==> src/rtl/micros_timer.sv <==
// Memory-mapped microsecond countdown timer with one-shot and periodic modes.
// Raises a one-cycle irq when the count reaches zero.
//
// state   | meaning
// IDLE    | not counting; COUNT holds its last value
// RUNNING | prescaler running, COUNT decrements once per microsecond tick
module micros_timer #(
  parameter int CLKS_PER_US = 50,
  parameter int PRESC_W     = 16
) (
  input  logic        clk,
  input  logic        reset,
  input  logic        we,
  input  logic [1:0]  addr,
  input  logic [31:0] wdata,
  output logic [31:0] rdata,
  output logic        irq,
  output logic        busy
);

  typedef enum logic {IDLE, RUNNING} state_t;

  state_t state, state_nxt;

  logic [31:0]        load_q;
  logic [31:0]        count_q;
  logic               periodic_q;
  logic               expired_q;
  logic [PRESC_W-1:0] presc_q;

  logic ctrl_wr;
  logic do_stop;
  logic do_start;
  logic tick;
  logic fire;

  assign ctrl_wr  = we && (addr == 2'd1);
  assign do_stop  = ctrl_wr && wdata[2];
  assign do_start = ctrl_wr && wdata[0] && !wdata[2] && (load_q != 32'd0);
  assign tick     = (state == RUNNING) && (presc_q == PRESC_W'(CLKS_PER_US - 1));
  // A stop or restart on the expiry edge takes priority over the expiry itself.
  assign fire     = tick && (count_q == 32'd1) && !do_stop && !do_start;
  assign busy     = (state == RUNNING);

  always_ff @(posedge clk) begin
    if (reset) begin
      state <= IDLE;
    end else begin
      state <= state_nxt;
    end
  end

  always_comb begin
    state_nxt = state;
    case (state)
      IDLE: begin
        if (do_start) state_nxt = RUNNING;
      end
      RUNNING: begin
        if (do_stop)                    state_nxt = IDLE;
        else if (do_start)              state_nxt = RUNNING;
        else if (fire && !periodic_q)   state_nxt = IDLE;
      end
      default: state_nxt = IDLE;
    endcase
  end

  always_ff @(posedge clk) begin
    if (reset) begin
      load_q     <= 32'd0;
      count_q    <= 32'd0;
      periodic_q <= 1'b0;
      expired_q  <= 1'b0;
      presc_q    <= '0;
      irq        <= 1'b0;
    end else begin
      irq <= fire;

      if (we && (addr == 2'd0)) load_q <= wdata;

      if (do_start) begin
        count_q    <= load_q;
        presc_q    <= '0;
        periodic_q <= wdata[1];
      end else if ((state == RUNNING) && !do_stop) begin
        if (tick) begin
          presc_q <= '0;
          if (count_q == 32'd1) begin
            count_q <= periodic_q ? load_q : 32'd0;
          end else if (count_q != 32'd0) begin
            count_q <= count_q - 32'd1;
          end
        end else begin
          presc_q <= presc_q + PRESC_W'(1);
        end
      end

      if (fire) begin
        expired_q <= 1'b1;
      end else if (we && (addr == 2'd3) && wdata[1]) begin
        expired_q <= 1'b0;
      end
    end
  end

  always_comb begin
    rdata = 32'd0;
    case (addr)
      2'd0: rdata = load_q;
      2'd1: rdata = {30'd0, periodic_q, 1'b0};
      2'd2: rdata = count_q;
      2'd3: rdata = {30'd0, expired_q, busy};
      default: rdata = 32'd0;
    endcase
  end

endmodule

==> config.mk <==
export PLATFORM = sky130hd
export DESIGN_NAME = micros_timer
export DESIGN_NICKNAME = d
export VERILOG_FILES = /design/src/rtl/micros_timer.sv
export SDC_FILE = /design/constraint.sdc
export NUM_CORES = 1
export LEC_CHECK = 0
export BUFFER_PORTS_ARGS = -buffer_cell sky130_fd_sc_hd__buf_2
export CORE_ASPECT_RATIO = 1.5
export CORE_MARGIN = 3
export CORE_UTILIZATION = 60
export DETAILED_ROUTE_END_ITERATION = 10
export PLACE_DENSITY_LB_ADDON = 0.12
export SLEW_MARGIN = 20
export SYNTH_ARGS = -nofsm -noshare
export SYNTH_HDL_FRONTEND = slang
export SYNTH_SLANG_ARGS = --single-unit
==> constraint.sdc <==
create_clock -name clk -period 6.2 [get_ports clk]
set_clock_uncertainty 0.2 [all_clocks]
set_input_delay 0.31 -clock clk [delete_from_list [all_inputs] [get_ports clk]]
set_output_delay 0.31 -clock clk [all_outputs]
set_load 0.02 [all_outputs]
==> metrics.txt, run 1 <==
# TYPE chip_impl_metric gauge
chip_impl_metric{name="ant_diodes",unit=""} 0
chip_impl_metric{name="syn_avg_cell_area",unit="um^2"} 7.90
chip_impl_metric{name="mappedNetlistArea",unit="um^2"} 4770
chip_impl_metric{name="total_power",unit="mW"} 1.40
chip_impl_metric{name="crit_required",unit="ns"} 6.18
chip_impl_metric{name="final_period_minus_worst_setup_slack",unit="ns"} 3.33
chip_impl_metric{name="synth_seq_cells",unit=""} 84
chip_impl_metric{name="clk_pin_slew",unit="ns"} 0.06
chip_impl_info{name="worstHoldPathType",value="in -> reg"} 1
chip_impl_metric{name="design.core.area",unit="um^2"} 7660
chip_impl_metric{name="timing.setup.tns",unit="ns"} 0
chip_impl_info{name="rsz_0062_raised_after_global_routing",value="no"} 1
chip_impl_metric{name="vertical_die_dimension",unit="um"} 115
chip_impl_metric{name="cts_htree_levels",unit=""} 3
chip_impl_metric{name="postRouteWirelength",unit="um"} 13600
chip_impl_metric{name="std_cell_rows",unit=""} 39
chip_impl_info{name="synth_flop_cell",value="sky130_fd_sc_hd__dfxtp_1"} 1
chip_impl_metric{name="insertion_delay",unit="ns"} 0.34
chip_impl_metric{name="count_of_yosys_warnings_during_synthesis",unit=""} 0
chip_impl_metric{name="io_pins",unit=""} 71
chip_impl_metric{name="grt_antenna_before_repair",unit=""} 0
chip_impl_info{name="synth.top_cells.by_area",value="sky130_fd_sc_hd__dfxtp_1 35%, sky130_fd_sc_hd__nand2_1 7.5%, sky130_fd_sc_hd__a21oi_1 6.8%, sky130_fd_sc_hd__mux2i_1 6.5%, sky130_fd_sc_hd__nor2_1 5.9%"} 1
chip_impl_info{name="cell_chosen_for_the_clock_root",value="sky130_fd_sc_hd__clkbuf_16"} 1
chip_impl_metric{name="grt_start_max_net_pins",unit=""} 64
chip_impl_metric{name="dpl_hpwl",unit="um"} 9310
chip_impl_info{name="start_kind",value="flop"} 1
chip_impl_metric{name="count_of_tritonroute_iterations_in_the_first_routing_pass",unit=""} 5
chip_impl_metric{name="num_clock_sinks",unit=""} 84
chip_impl_metric{name="gr-total-overflow",unit=""} 0
chip_impl_metric{name="globalRouteTotalUtil",unit="%"} 31.1
chip_impl_metric{name="maxCapViolations",unit=""} 0
chip_impl_metric{name="worstMarginPinSlew",unit="ns"} 1.07
chip_impl_metric{name="ant_nets",unit=""} 0
chip_impl_metric{name="synth_enable_flop_cells",unit=""} 0
chip_impl_info{name="synthDominantAreaCellType",value="sky130_fd_sc_hd__dfxtp_1"} 1
chip_impl_info{name="cts_tree",value="built"} 1
chip_impl_metric{name="chipWidth",unit="um"} 78.8
chip_impl_info{name="criticalPathCategory",value="reg -> reg"} 1
chip_impl_metric{name="floorplan.initialDensity",unit="%"} 62.3
chip_impl_metric{name="finish.net_count",unit=""} 688
chip_impl_metric{name="worst-path-max-fanout",unit=""} 19
chip_impl_info{name="yosys.cell_count.top_type",value="sky130_fd_sc_hd__nand2_1"} 1
chip_impl_metric{name="detailroute.via_count",unit=""} 4790
chip_impl_metric{name="power-per-cell-area",unit="nW/um^2"} 257
chip_impl_metric{name="die_area",unit="um^2"} 9080
chip_impl_metric{name="fin_area",unit="um^2"} 5440
chip_impl_metric{name="hold_slack",unit="ns"} 0.00551
chip_impl_metric{name="drt-initial-drc-count",unit=""} 393
chip_impl_metric{name="yosysSeqAreaShare",unit="%"} 35.2
chip_impl_metric{name="synth.distinct_cells",unit=""} 52
chip_impl_metric{name="placement.io_buffers",unit=""} 70
chip_impl_metric{name="tritoncts.num_buffers",unit=""} 9
chip_impl_metric{name="avgViaCountPerCell",unit=""} 6.35
chip_impl_metric{name="dp.cells",unit=""} 736
chip_impl_metric{name="synth_async_sr_flop_share",unit="%"} 0
chip_impl_metric{name="finalHoldViolCount",unit=""} 0
chip_impl_metric{name="slew_headroom",unit="%"} 28.6
chip_impl_info{name="end_kind",value="flop"} 1
chip_impl_info{name="status",value="finished, final reports clean"} 1
chip_impl_metric{name="vdd_ir_drop_max",unit="mV"} 0.246
chip_impl_metric{name="dp_worst_setup_slack",unit="ns"} 2.77
chip_impl_metric{name="final-instance-count-excl-fill",unit=""} 754
chip_impl_metric{name="via_count_of_the_first_global_routing_pass",unit=""} 4586
chip_impl_metric{name="final_worst_path_cycle_share",unit="%"} 53.8
chip_impl_metric{name="final_critical_path_setup_slack",unit="ns"} 2.87
chip_impl_metric{name="syn_nets",unit=""} 645
chip_impl_metric{name="grt_first_pass_wirelength",unit="um"} 22300
chip_impl_metric{name="clockBufferDepth",unit=""} 2
chip_impl_metric{name="worst_ep_arrival_time",unit="ns"} 3.31
chip_impl_metric{name="fill_cells",unit=""} 647
chip_impl_metric{name="endpoints_failing_setup",unit=""} 0
chip_impl_metric{name="wl_per_cell",unit="um"} 18.1
chip_impl_metric{name="synthesis.instances",unit=""} 604
chip_impl_metric{name="placed_area",unit="um^2"} 5080
chip_impl_metric{name="final_core_util",unit="%"} 71.0
chip_impl_metric{name="gpl_wtd_cong",unit=""} 0.902
chip_impl_info{name="synth.top_cells.by_count",value="95 x sky130_fd_sc_hd__nand2_1, 84 x sky130_fd_sc_hd__dfxtp_1, 75 x sky130_fd_sc_hd__nor2_1"} 1
chip_impl_metric{name="yosysTopAreaCellShare",unit="%"} 35.2
chip_impl_metric{name="drive_gt1_share",unit="%"} 18.3
chip_impl_metric{name="maxClockFrequency",unit="MHz"} 300
chip_impl_metric{name="areaGrowthSynthToFinish",unit="%"} 14.1
chip_impl_metric{name="drt_drc_violations_left",unit=""} 0
chip_impl_metric{name="number_of_pins_with_negative_max_slew_slack_in_the_final_report",unit=""} 0
chip_impl_metric{name="total_leakage_power",unit="nW"} 2.26
[power breakdown]
group / total, mW / internal (mW) / switching [mW]
sequential: 0.570 / 0.552 / 0.0177
combinational: 0.249 / 0.0979 / 0.151
clock: 0.583 / 0.364 / 0.219
total: 1.40 / 1.01 / 0.388
[repair_timing]
item | in CTS | in global routing
hold endpoints to repair | 1 | 0
endpoints found under the setup margin | 0 | 0
buffers inserted | 0 | 0
gates resized for setup | 0 | 0
hold buffers | 1 | 0
[area by class of cell]
cell class	instances	area, um^2	share of cell area [%]
repair buffers	74	403	7.40
clock buffers	10	239	4.39
clock inverters	6	87.6	1.61
multi-input cells	451	2800	51.5
flip-flops and latches	84	1680	30.9
inverters	27	101	1.86
well taps	102	128	2.34
[worst max-delay path, cell delays in order (launching register included)]
cell and delay, ns:
sky130_fd_sc_hd__dfxtp_1 0.33, sky130_fd_sc_hd__inv_1 0.12, sky130_fd_sc_hd__ha_1 0.24, sky130_fd_sc_hd__nor4b_2 0.39, sky130_fd_sc_hd__and2_1 0.45, sky130_fd_sc_hd__nand4_1 0.26
sky130_fd_sc_hd__a21o_1 0.34, sky130_fd_sc_hd__nand2_1 0.65, sky130_fd_sc_hd__o32ai_1 0.20
[path summary, 6_finish.rpt]
check / slack [ns] / from / to / cells after the start
worst max-delay path: 2.87 / count_q[0]$_SDFFE_PP0P_ / count_q[30]$_SDFFE_PP0P_ / 8
worst min-delay path: 0.006 / wdata[10] / load_q[10]$_SDFFE_PP0P_ / 3
worst max register to register: 2.87 / count_q[0]$_SDFFE_PP0P_ / count_q[30]$_SDFFE_PP0P_ / 8
worst min register to register: 0.29 / load_q[14]$_SDFFE_PP0P_ / load_q[14]$_SDFFE_PP0P_ / 2
[cell usage in the layout (no fill, tap or decap), types with 4 or more instances in the layout]
cell type / synthesis / final
sky130_fd_sc_hd__a32oi_1: 11 / 11
sky130_fd_sc_hd__mux2i_1: 31 / 31
sky130_fd_sc_hd__buf_2: 10 / 70
sky130_fd_sc_hd__nor2_1: 75 / 75
sky130_fd_sc_hd__a221oi_1: 7 / 7
sky130_fd_sc_hd__dfxtp_1: 84 / 84
sky130_fd_sc_hd__o32ai_1: 19 / 19
sky130_fd_sc_hd__inv_1: 27 / 27
sky130_fd_sc_hd__or3_1: 10 / 10
sky130_fd_sc_hd__nand3_1: 11 / 11
sky130_fd_sc_hd__ha_1: 4 / 4
sky130_fd_sc_hd__o21ai_0: 10 / 10
sky130_fd_sc_hd__a21oi_1: 65 / 64
sky130_fd_sc_hd__nor3_1: 10 / 10
sky130_fd_sc_hd__nand4_1: 16 / 16
sky130_fd_sc_hd__nor4_1: 13 / 13
sky130_fd_sc_hd__o32ai_2: 5 / 5
sky130_fd_sc_hd__clkbuf_16: 0 / 9
sky130_fd_sc_hd__xnor2_1: 6 / 6
sky130_fd_sc_hd__xor2_1: 11 / 11
sky130_fd_sc_hd__and2_1: 4 / 4
sky130_fd_sc_hd__nand2_1: 95 / 95
sky130_fd_sc_hd__a21oi_2: 5 / 4
sky130_fd_sc_hd__a22oi_2: 6 / 6
[sequential cells by signal (all words and copies together) (netlist names)]
name and count:
load_q 32, count_q 32, expired_q 1, busy 1, presc_q 16, irq 1, periodic_q 1
[kinds of logic after synthesis]
| kind of cell | Yosys count | synth area share [%] |
|---|---|---|
| AOI/OAI and AO/OA | 142 | 21.4 |
| and+or+nand+nor | 256 | 25.8 |
| buffers and inverters | 69 | 6.40 |
| xor gates and xnor gates | 17 | 3.12 |
| adders and majority gates | 4 | 1.05 |
| DFF | 84 | 35.2 |
| muxes | 32 | 6.98 |
[routing by layer]
layer / part of all wire [%] / wire length, um / GRT usage [%]
met1: 38 / 5120 / 33.8
met2: 50 / 6860 / 55.4
met3: 5.8 / 783 / 3.84
met4: 6.3 / 858 / 21.5
met5: 0 / 0 / 0
(Power assumes the default switching activity.)
==> inputs of run 2 (changes only) <==
CORE_UTILIZATION = 52   (was 60)
clock period = 2.8 ns   (was 6.2 ns; I/O delays follow)
==> run 2 against run 1 <==
Against the previous run: flip-flop and latch count unchanged; sequential share of layout area fell by 2.8 points; combinational power rose to 2.5 times the previous value; utilization decreased by 3.6 points; critical path type unchanged; final cell count up 8.8%; highest routed layer unchanged; power increased by 130%; first-iteration DRC count grew 1.8%; largest power group unchanged; non-clock buffer count grew 60.
==> metrics.txt, run 2 (synthesis gave the netlist of run 1 again) <==
# TYPE chip_impl_metric gauge
chip_impl_info{name="status",value="finished, final reports clean"} 1
chip_impl_info{name="rsz_0062_raised_after_global_routing",value="no"} 1
chip_impl_metric{name="endpoints_failing_setup",unit=""} 0
chip_impl_metric{name="ant_nets",unit=""} 0
chip_impl_metric{name="grt_start_max_net_pins",unit=""} 36
chip_impl_metric{name="hold_slack",unit="ns"} 0.267
chip_impl_metric{name="dp_worst_setup_slack",unit="ns"} 0.119
chip_impl_metric{name="globalRouteTotalUtil",unit="%"} 28.8
chip_impl_metric{name="worstMarginPinSlew",unit="ns"} 0.470
chip_impl_metric{name="vertical_die_dimension",unit="um"} 123
chip_impl_metric{name="power-per-cell-area",unit="nW/um^2"} 539
chip_impl_metric{name="power_frac_clock",unit="%"} 41.5
chip_impl_metric{name="switching_share",unit="%"} 26.8
chip_impl_metric{name="postRouteWirelength",unit="um"} 14600
chip_impl_metric{name="finalHoldViolCount",unit=""} 0
chip_impl_metric{name="count_of_tritonroute_iterations_in_the_first_routing_pass",unit=""} 6
chip_impl_info{name="worstHoldPathType",value="in -> reg"} 1
chip_impl_metric{name="insertion_delay",unit="ns"} 0.34
chip_impl_metric{name="design.core.area",unit="um^2"} 8880
chip_impl_info{name="layout_common_cells",value="95 x sky130_fd_sc_hd__nand2_1, 84 x sky130_fd_sc_hd__dfxtp_1, 75 x sky130_fd_sc_hd__nor2_1, 70 x sky130_fd_sc_hd__buf_2, 64 x sky130_fd_sc_hd__a21oi_1"} 1
chip_impl_metric{name="final_period_minus_worst_setup_slack",unit="ns"} 2.61
chip_impl_metric{name="worst_ep_arrival_time",unit="ns"} 2.66
chip_impl_info{name="largestRegisters",value="count_q (32), load_q (32), presc_q (16)"} 1
chip_impl_metric{name="detailroute.via_count",unit=""} 4973
chip_impl_metric{name="io_pins",unit=""} 71
chip_impl_metric{name="areaGrowthSynthToFinish",unit="%"} 25.5
chip_impl_metric{name="final_worst_path_cycle_share",unit="%"} 93.0
chip_impl_info{name="criticalPathCategory",value="reg -> reg"} 1
chip_impl_metric{name="chipWidth",unit="um"} 84.2
chip_impl_metric{name="power.sequential.fraction",unit="%"} 39.0
chip_impl_metric{name="final_critical_path_setup_slack",unit="ns"} 0.195
chip_impl_metric{name="grt_antenna_before_repair",unit=""} 0
chip_impl_metric{name="final_core_util",unit="%"} 67.4
chip_impl_metric{name="avgViaCountPerCell",unit=""} 6.06
chip_impl_metric{name="worst-path-max-fanout",unit=""} 32
chip_impl_metric{name="total_leakage_power",unit="nW"} 2.52
chip_impl_metric{name="vdd_ir_drop_max",unit="mV"} 0.405
chip_impl_metric{name="intPower",unit="mW"} 2.36
chip_impl_metric{name="hold_path_depth",unit=""} 6
chip_impl_metric{name="finish.net_count",unit=""} 748
chip_impl_metric{name="number_of_pins_with_negative_max_slew_slack_in_the_final_report",unit=""} 0
chip_impl_metric{name="num_clock_sinks",unit=""} 84
chip_impl_metric{name="grt_first_pass_wirelength",unit="um"} 23900
chip_impl_metric{name="net-switching-power",unit="uW"} 863
chip_impl_info{name="worst_setup_path_startpoint",value="count_q[6]$_SDFFE_PP0P_"} 1
chip_impl_metric{name="maxClockFrequency",unit="MHz"} 384
chip_impl_info{name="final_common_cell",value="sky130_fd_sc_hd__nand2_1"} 1
chip_impl_metric{name="fill_cells",unit=""} 771
chip_impl_metric{name="cts_htree_levels",unit=""} 3
chip_impl_metric{name="placement.io_buffers",unit=""} 70
chip_impl_info{name="cts_tree",value="built"} 1
chip_impl_metric{name="gr-total-overflow",unit=""} 0
chip_impl_metric{name="timing.setup.tns",unit="ns"} 0
chip_impl_metric{name="drt-initial-drc-count",unit=""} 400
chip_impl_metric{name="power_frac_comb",unit="%"} 19.6
chip_impl_metric{name="multiInputGateArea",unit="um^2"} 2810
chip_impl_metric{name="std_cell_rows",unit=""} 42
chip_impl_metric{name="placed_area",unit="um^2"} 5310
chip_impl_info{name="worst_hold_startpoint",value="addr[1]"} 1
chip_impl_metric{name="clk_pin_slew",unit="ns"} 0.06
chip_impl_metric{name="gpl_wtd_cong",unit=""} 0.910
chip_impl_info{name="start_kind",value="flop"} 1
chip_impl_metric{name="die_area",unit="um^2"} 10400
chip_impl_info{name="worstReg2RegStart",value="count_q[6]$_SDFFE_PP0P_"} 1
chip_impl_info{name="cell_chosen_for_the_clock_root",value="sky130_fd_sc_hd__clkbuf_16"} 1
chip_impl_metric{name="ant_diodes",unit=""} 0
chip_impl_info{name="end_kind",value="flop"} 1
chip_impl_metric{name="register_area",unit="um^2"} 1680
chip_impl_metric{name="drt_drc_violations_left",unit=""} 0
chip_impl_metric{name="dpl_hpwl",unit="um"} 10200
chip_impl_metric{name="tritoncts.num_buffers",unit=""} 9
chip_impl_metric{name="via_count_of_the_first_global_routing_pass",unit=""} 4848
chip_impl_metric{name="worstRegToRegCells",unit=""} 6
chip_impl_metric{name="drive_gt1_share",unit="%"} 20.3
chip_impl_metric{name="crit_required",unit="ns"} 2.86
chip_impl_metric{name="clockBufferDepth",unit=""} 2
chip_impl_metric{name="wl_per_cell",unit="um"} 17.8
chip_impl_metric{name="fin_area",unit="um^2"} 5990
chip_impl_metric{name="maxCapViolations",unit=""} 0
chip_impl_metric{name="floorplan.initialDensity",unit="%"} 53.7
chip_impl_metric{name="post-cts-setup-buffers",unit=""} 0
chip_impl_metric{name="slew_headroom",unit="%"} 68.6
==> run 2: cell types whose count changed in the layout (fill, tap and decap cells not counted), moves of 2 or more <==
cell / change
sky130_fd_sc_hd__clkinv_2: -2
sky130_fd_sc_hd__dlygate4sd3_1: +33
sky130_fd_sc_hd__buf_4: +27
sky130_fd_sc_hd__clkinv_4: -2
==> run 2: routing by layer <==
metal / wire length (um) / vias up / track usage (%)
met5: 0 / - / 0
met4: 638 / 0 / 15.0
met3: 658 / 41 / 4.53
met2: 7640 / 177 / 52.8
met1: 5690 / 2374 / 31.8
li1: - / 2381 / -
==> run 2: final timing paths <==
kind	to	slack, ns
worst max-delay path	count_q[1]$_SDFFE_PP0P_	0.19
worst min-delay path	busy$_SDFF_PP0_	0.27
worst max register to register	count_q[1]$_SDFFE_PP0P_	0.19
worst min register to register	expired_q$_SDFFE_PP0P_	0.30
==> run 2: cell type report <==
class,count,share of cell area (%)
multi-input cells,451,46.9
flip-flops and latches,84,28.1
repair buffers,134,15.5
clock buffers,10,3.83
well taps,110,2.30
inverters,27,1.69
clock inverters,4,1.65
==> run 2: repair_timing <==
| action | CTS | global route |
|---|---|---|
| gates resized for setup | 0 | 1 |
| endpoints found under the setup margin | 0 | 4 |
| hold endpoints to repair | 34 | 0 |
| hold buffers | 34 | 0 |
==> run 2: metrics by stage <==
stage	std cells	power, mW
finish	820	3.22
global route	820	3.34
CTS	820	3.23
detailed placement	772	1.86
global placement	772	1.85
floorplan	604	1.69
==> run 2: power groups by stage <==
stage	logic (mW)	clock network (mW)	registers, mW
4_1_cts	0.621	1.36	1.26
3_5_place_dp	0.578	0	1.28
2_1_floorplan	0.422	0	1.27
6_report	0.630	1.34	1.26
5_1_grt	0.683	1.40	1.26
3_3_place_gp	0.570	0	1.28
==> run 2: critical path, cell delays in order (launching register included) <==
cell and delay, ns:
sky130_fd_sc_hd__dfxtp_1 0.38, sky130_fd_sc_hd__nor4_4 0.41, sky130_fd_sc_hd__nand3_2 0.16, sky130_fd_sc_hd__nor4_4 0.43
sky130_fd_sc_hd__a31o_4 0.50, sky130_fd_sc_hd__a221oi_1 0.18, sky130_fd_sc_hd__a211oi_1 0.22
==> inputs of run 3 (changes only) <==
CORE_ASPECT_RATIO = 0.5   (was 1.5)
==> run 3 against run 2 <==
Against the previous run: final area up 0.15%; maximum frequency is 0.38% higher; clock power about the same; critical path depth did not move; sequential power hardly changed; non-clock buffer count down 4; critical path type unchanged; largest cell class unchanged.
==> metrics.txt, run 3 (synthesis gave the netlist of run 1 again) <==
# TYPE chip_impl_metric gauge
chip_impl_info{name="crit_path_end",value="count_q[1]$_SDFFE_PP0P_"} 1
chip_impl_info{name="worst_setup_path_startpoint",value="load_q[14]$_SDFFE_PP0P_"} 1
chip_impl_info{name="status",value="finished, final reports clean"} 1
chip_impl_metric{name="register_area",unit="um^2"} 1680
chip_impl_metric{name="postRouteWirelength",unit="um"} 14000
chip_impl_metric{name="num_clock_sinks",unit=""} 84
chip_impl_metric{name="areaGrowthSynthToFinish",unit="%"} 25.6
chip_impl_metric{name="vertical_die_dimension",unit="um"} 73.7
chip_impl_metric{name="detailroute.via_count",unit=""} 4885
chip_impl_metric{name="power-per-cell-area",unit="nW/um^2"} 542
chip_impl_metric{name="timing.setup.tns",unit="ns"} 0
chip_impl_metric{name="ant_diodes",unit=""} 0
chip_impl_metric{name="floorplan.initialDensity",unit="%"} 54.0
chip_impl_metric{name="insertion_delay",unit="ns"} 0.34
chip_impl_info{name="cts_tree",value="built"} 1
chip_impl_metric{name="vdd_ir_drop_max",unit="mV"} 0.368
chip_impl_metric{name="chipWidth",unit="um"} 141
chip_impl_metric{name="final_worst_path_cycle_share",unit="%"} 92.7
chip_impl_info{name="worstHoldPathType",value="in -> reg"} 1
chip_impl_metric{name="power_frac_clock",unit="%"} 42.2
chip_impl_metric{name="cts_htree_levels",unit=""} 3
chip_impl_metric{name="multiInputGateArea",unit="um^2"} 2800
chip_impl_metric{name="number_of_pins_with_negative_max_slew_slack_in_the_final_report",unit=""} 0
chip_impl_metric{name="switching_share",unit="%"} 26.6
chip_impl_info{name="final_common_cell",value="sky130_fd_sc_hd__nand2_1"} 1
chip_impl_metric{name="worst-path-max-fanout",unit=""} 32
chip_impl_metric{name="final_period_minus_worst_setup_slack",unit="ns"} 2.60
chip_impl_info{name="start_kind",value="flop"} 1
chip_impl_metric{name="die_area",unit="um^2"} 10400
chip_impl_metric{name="grt_start_max_net_pins",unit=""} 46
chip_impl_metric{name="crit_required",unit="ns"} 2.81
chip_impl_metric{name="drt_drc_violations_left",unit=""} 0
chip_impl_metric{name="avgViaCountPerCell",unit=""} 5.93
chip_impl_metric{name="maxCapViolations",unit=""} 0
chip_impl_metric{name="finish.net_count",unit=""} 744
chip_impl_metric{name="io_pins",unit=""} 71
chip_impl_metric{name="globalRouteTotalUtil",unit="%"} 27.4
chip_impl_metric{name="ant_nets",unit=""} 0
chip_impl_metric{name="placement.io_buffers",unit=""} 70
chip_impl_metric{name="total_leakage_power",unit="nW"} 2.52
chip_impl_metric{name="worstMarginPinSlew",unit="ns"} 0.614
chip_impl_info{name="rsz_0062_raised_after_global_routing",value="no"} 1
chip_impl_metric{name="clockBufferDepth",unit=""} 2
chip_impl_metric{name="gpl_wtd_cong",unit=""} 0.923
chip_impl_metric{name="finalHoldViolCount",unit=""} 0
chip_impl_metric{name="post-cts-setup-buffers",unit=""} 0
chip_impl_metric{name="drive_gt1_share",unit="%"} 20.1
chip_impl_metric{name="grt_antenna_before_repair",unit=""} 0
chip_impl_metric{name="slew_headroom",unit="%"} 59.1
chip_impl_metric{name="final_core_util",unit="%"} 67.9
chip_impl_metric{name="grt_first_pass_wirelength",unit="um"} 22700
chip_impl_metric{name="net-switching-power",unit="uW"} 864
chip_impl_metric{name="power_frac_comb",unit="%"} 19.1
chip_impl_info{name="cell_chosen_for_the_clock_root",value="sky130_fd_sc_hd__clkbuf_16"} 1
chip_impl_metric{name="maxClockFrequency",unit="MHz"} 385
chip_impl_info{name="largestRegisters",value="count_q (32), load_q (32), presc_q (16)"} 1
chip_impl_metric{name="wl_per_cell",unit="um"} 17.0
chip_impl_metric{name="worstRegToRegCells",unit=""} 6
chip_impl_metric{name="design.core.area",unit="um^2"} 8830
chip_impl_info{name="layout_common_cells",value="95 x sky130_fd_sc_hd__nand2_1, 84 x sky130_fd_sc_hd__dfxtp_1, 75 x sky130_fd_sc_hd__nor2_1, 70 x sky130_fd_sc_hd__buf_2, 64 x sky130_fd_sc_hd__a21oi_1"} 1
chip_impl_info{name="worst_hold_startpoint",value="reset"} 1
chip_impl_metric{name="via_count_of_the_first_global_routing_pass",unit=""} 4453
chip_impl_metric{name="fill_cells",unit=""} 743
chip_impl_metric{name="count_of_tritonroute_iterations_in_the_first_routing_pass",unit=""} 5
chip_impl_metric{name="tritoncts.num_buffers",unit=""} 9
chip_impl_metric{name="gr-total-overflow",unit=""} 0
chip_impl_metric{name="drt-initial-drc-count",unit=""} 362
chip_impl_metric{name="clk_pin_slew",unit="ns"} 0.06
chip_impl_info{name="worstReg2RegStart",value="load_q[14]$_SDFFE_PP0P_"} 1
chip_impl_metric{name="intPower",unit="mW"} 2.38
chip_impl_info{name="end_kind",value="flop"} 1
chip_impl_info{name="criticalPathCategory",value="reg -> reg"} 1
chip_impl_metric{name="endpoints_failing_setup",unit=""} 0
chip_impl_metric{name="std_cell_rows",unit=""} 24
chip_impl_metric{name="rrSetupSlack",unit="ns"} 0.20
chip_impl_metric{name="power.sequential.fraction",unit="%"} 38.7
chip_impl_metric{name="worst_ep_arrival_time",unit="ns"} 2.60
chip_impl_metric{name="dpl_hpwl",unit="um"} 9580
chip_impl_info{name="worst_r2r_endpoint",value="count_q[1]$_SDFFE_PP0P_"} 1
chip_impl_metric{name="hold_path_depth",unit=""} 2
chip_impl_metric{name="hold_bufs_inserted_after_cts",unit=""} 33
chip_impl_metric{name="cts_resized",unit=""} 0
-- run 3: cell types whose count changed in the layout (fill, tap and decap cells not counted) --
cell / before / now
sky130_fd_sc_hd__dlygate4sd3_1: 34 / 33
sky130_fd_sc_hd__buf_12: 1 / 3
sky130_fd_sc_hd__nor4_1: 12 / 13
sky130_fd_sc_hd__nor4_2: 1 / 0
sky130_fd_sc_hd__inv_6: 1 / 0
sky130_fd_sc_hd__and2_1: 4 / 3
sky130_fd_sc_hd__and2_2: 0 / 1
sky130_fd_sc_hd__buf_4: 29 / 24
sky130_fd_sc_hd__clkbuf_8: 0 / 1
sky130_fd_sc_hd__clkinvlp_4: 0 / 1
-- run 3: how the worst min path moves through the flow --
stage | end | slack (ns)
3_3_place_gp | load_q[19]$_SDFFE_PP0P_ | 0.18
2_1_floorplan | load_q[1]$_SDFFE_PP0P_ | 0.08
4_1_cts | periodic_q$_SDFFE_PP0P_ | 0.007
3_5_place_dp | load_q[12]$_SDFFE_PP0P_ | 0.19
6_report | periodic_q$_SDFFE_PP0P_ | 0.02
5_1_grt | periodic_q$_SDFFE_PP0P_ | 0.02
-- run 3: power by group through the flow --
stage	registers (mW)	logic, mW	clock network, mW
floorplan	1.27	0.422	0
global placement	1.28	0.570	0
detailed placement	1.28	0.572	0
CTS	1.26	0.612	1.39
global route	1.26	0.678	1.43
finish	1.26	0.621	1.37
-- run 3: metrics by stage --
step	hold WS, ns	cells	setup slack [ns]	power (mW)	instance area [um^2]
6_report	0.0200	824	0.205	3.25	5990
5_1_grt	0.0187	824	0.0319	3.37	5990
4_1_cts	0.00659	824	0.198	3.25	5990
3_5_place_dp	0.186	776	0.221	1.85	5320
3_3_place_gp	0.181	776	0.261	1.85	5320
2_1_floorplan	0.0760	604	0.505	1.69	4770
-- run 3: per-layer routing --
| metal | routed length (um) | vias up | GRT usage, % |
|---|---|---|---|
| li1 | - | 2375 | - |
| met1 | 6600 | 2276 | 37.9 |
| met2 | 6120 | 212 | 43.0 |
| met3 | 1040 | 22 | 6.05 |
| met4 | 270 | 0 | 8.40 |
| met5 | 0 | - | 0 |
-- run 3: cell type report --
cell class	instances	area share, %
Timing Repair Buffer	130	15.4
Clock buffer	11	4.05
Tap cell	117	2.44
Inverter	27	1.69
Multi-Input combinational cell	451	46.8
Clock inverter	4	1.63
Sequential cell	84	28.1
-- run 3: worst max-delay path, cell delays in order (launching register included) --
cell and delay (ns):
sky130_fd_sc_hd__dfxtp_1 0.33, sky130_fd_sc_hd__nor4_1 0.44, sky130_fd_sc_hd__nand4_1 0.20, sky130_fd_sc_hd__o21a_1 0.41, sky130_fd_sc_hd__a31o_4 0.44, sky130_fd_sc_hd__a221oi_1 0.35
sky130_fd_sc_hd__a211oi_1 0.08
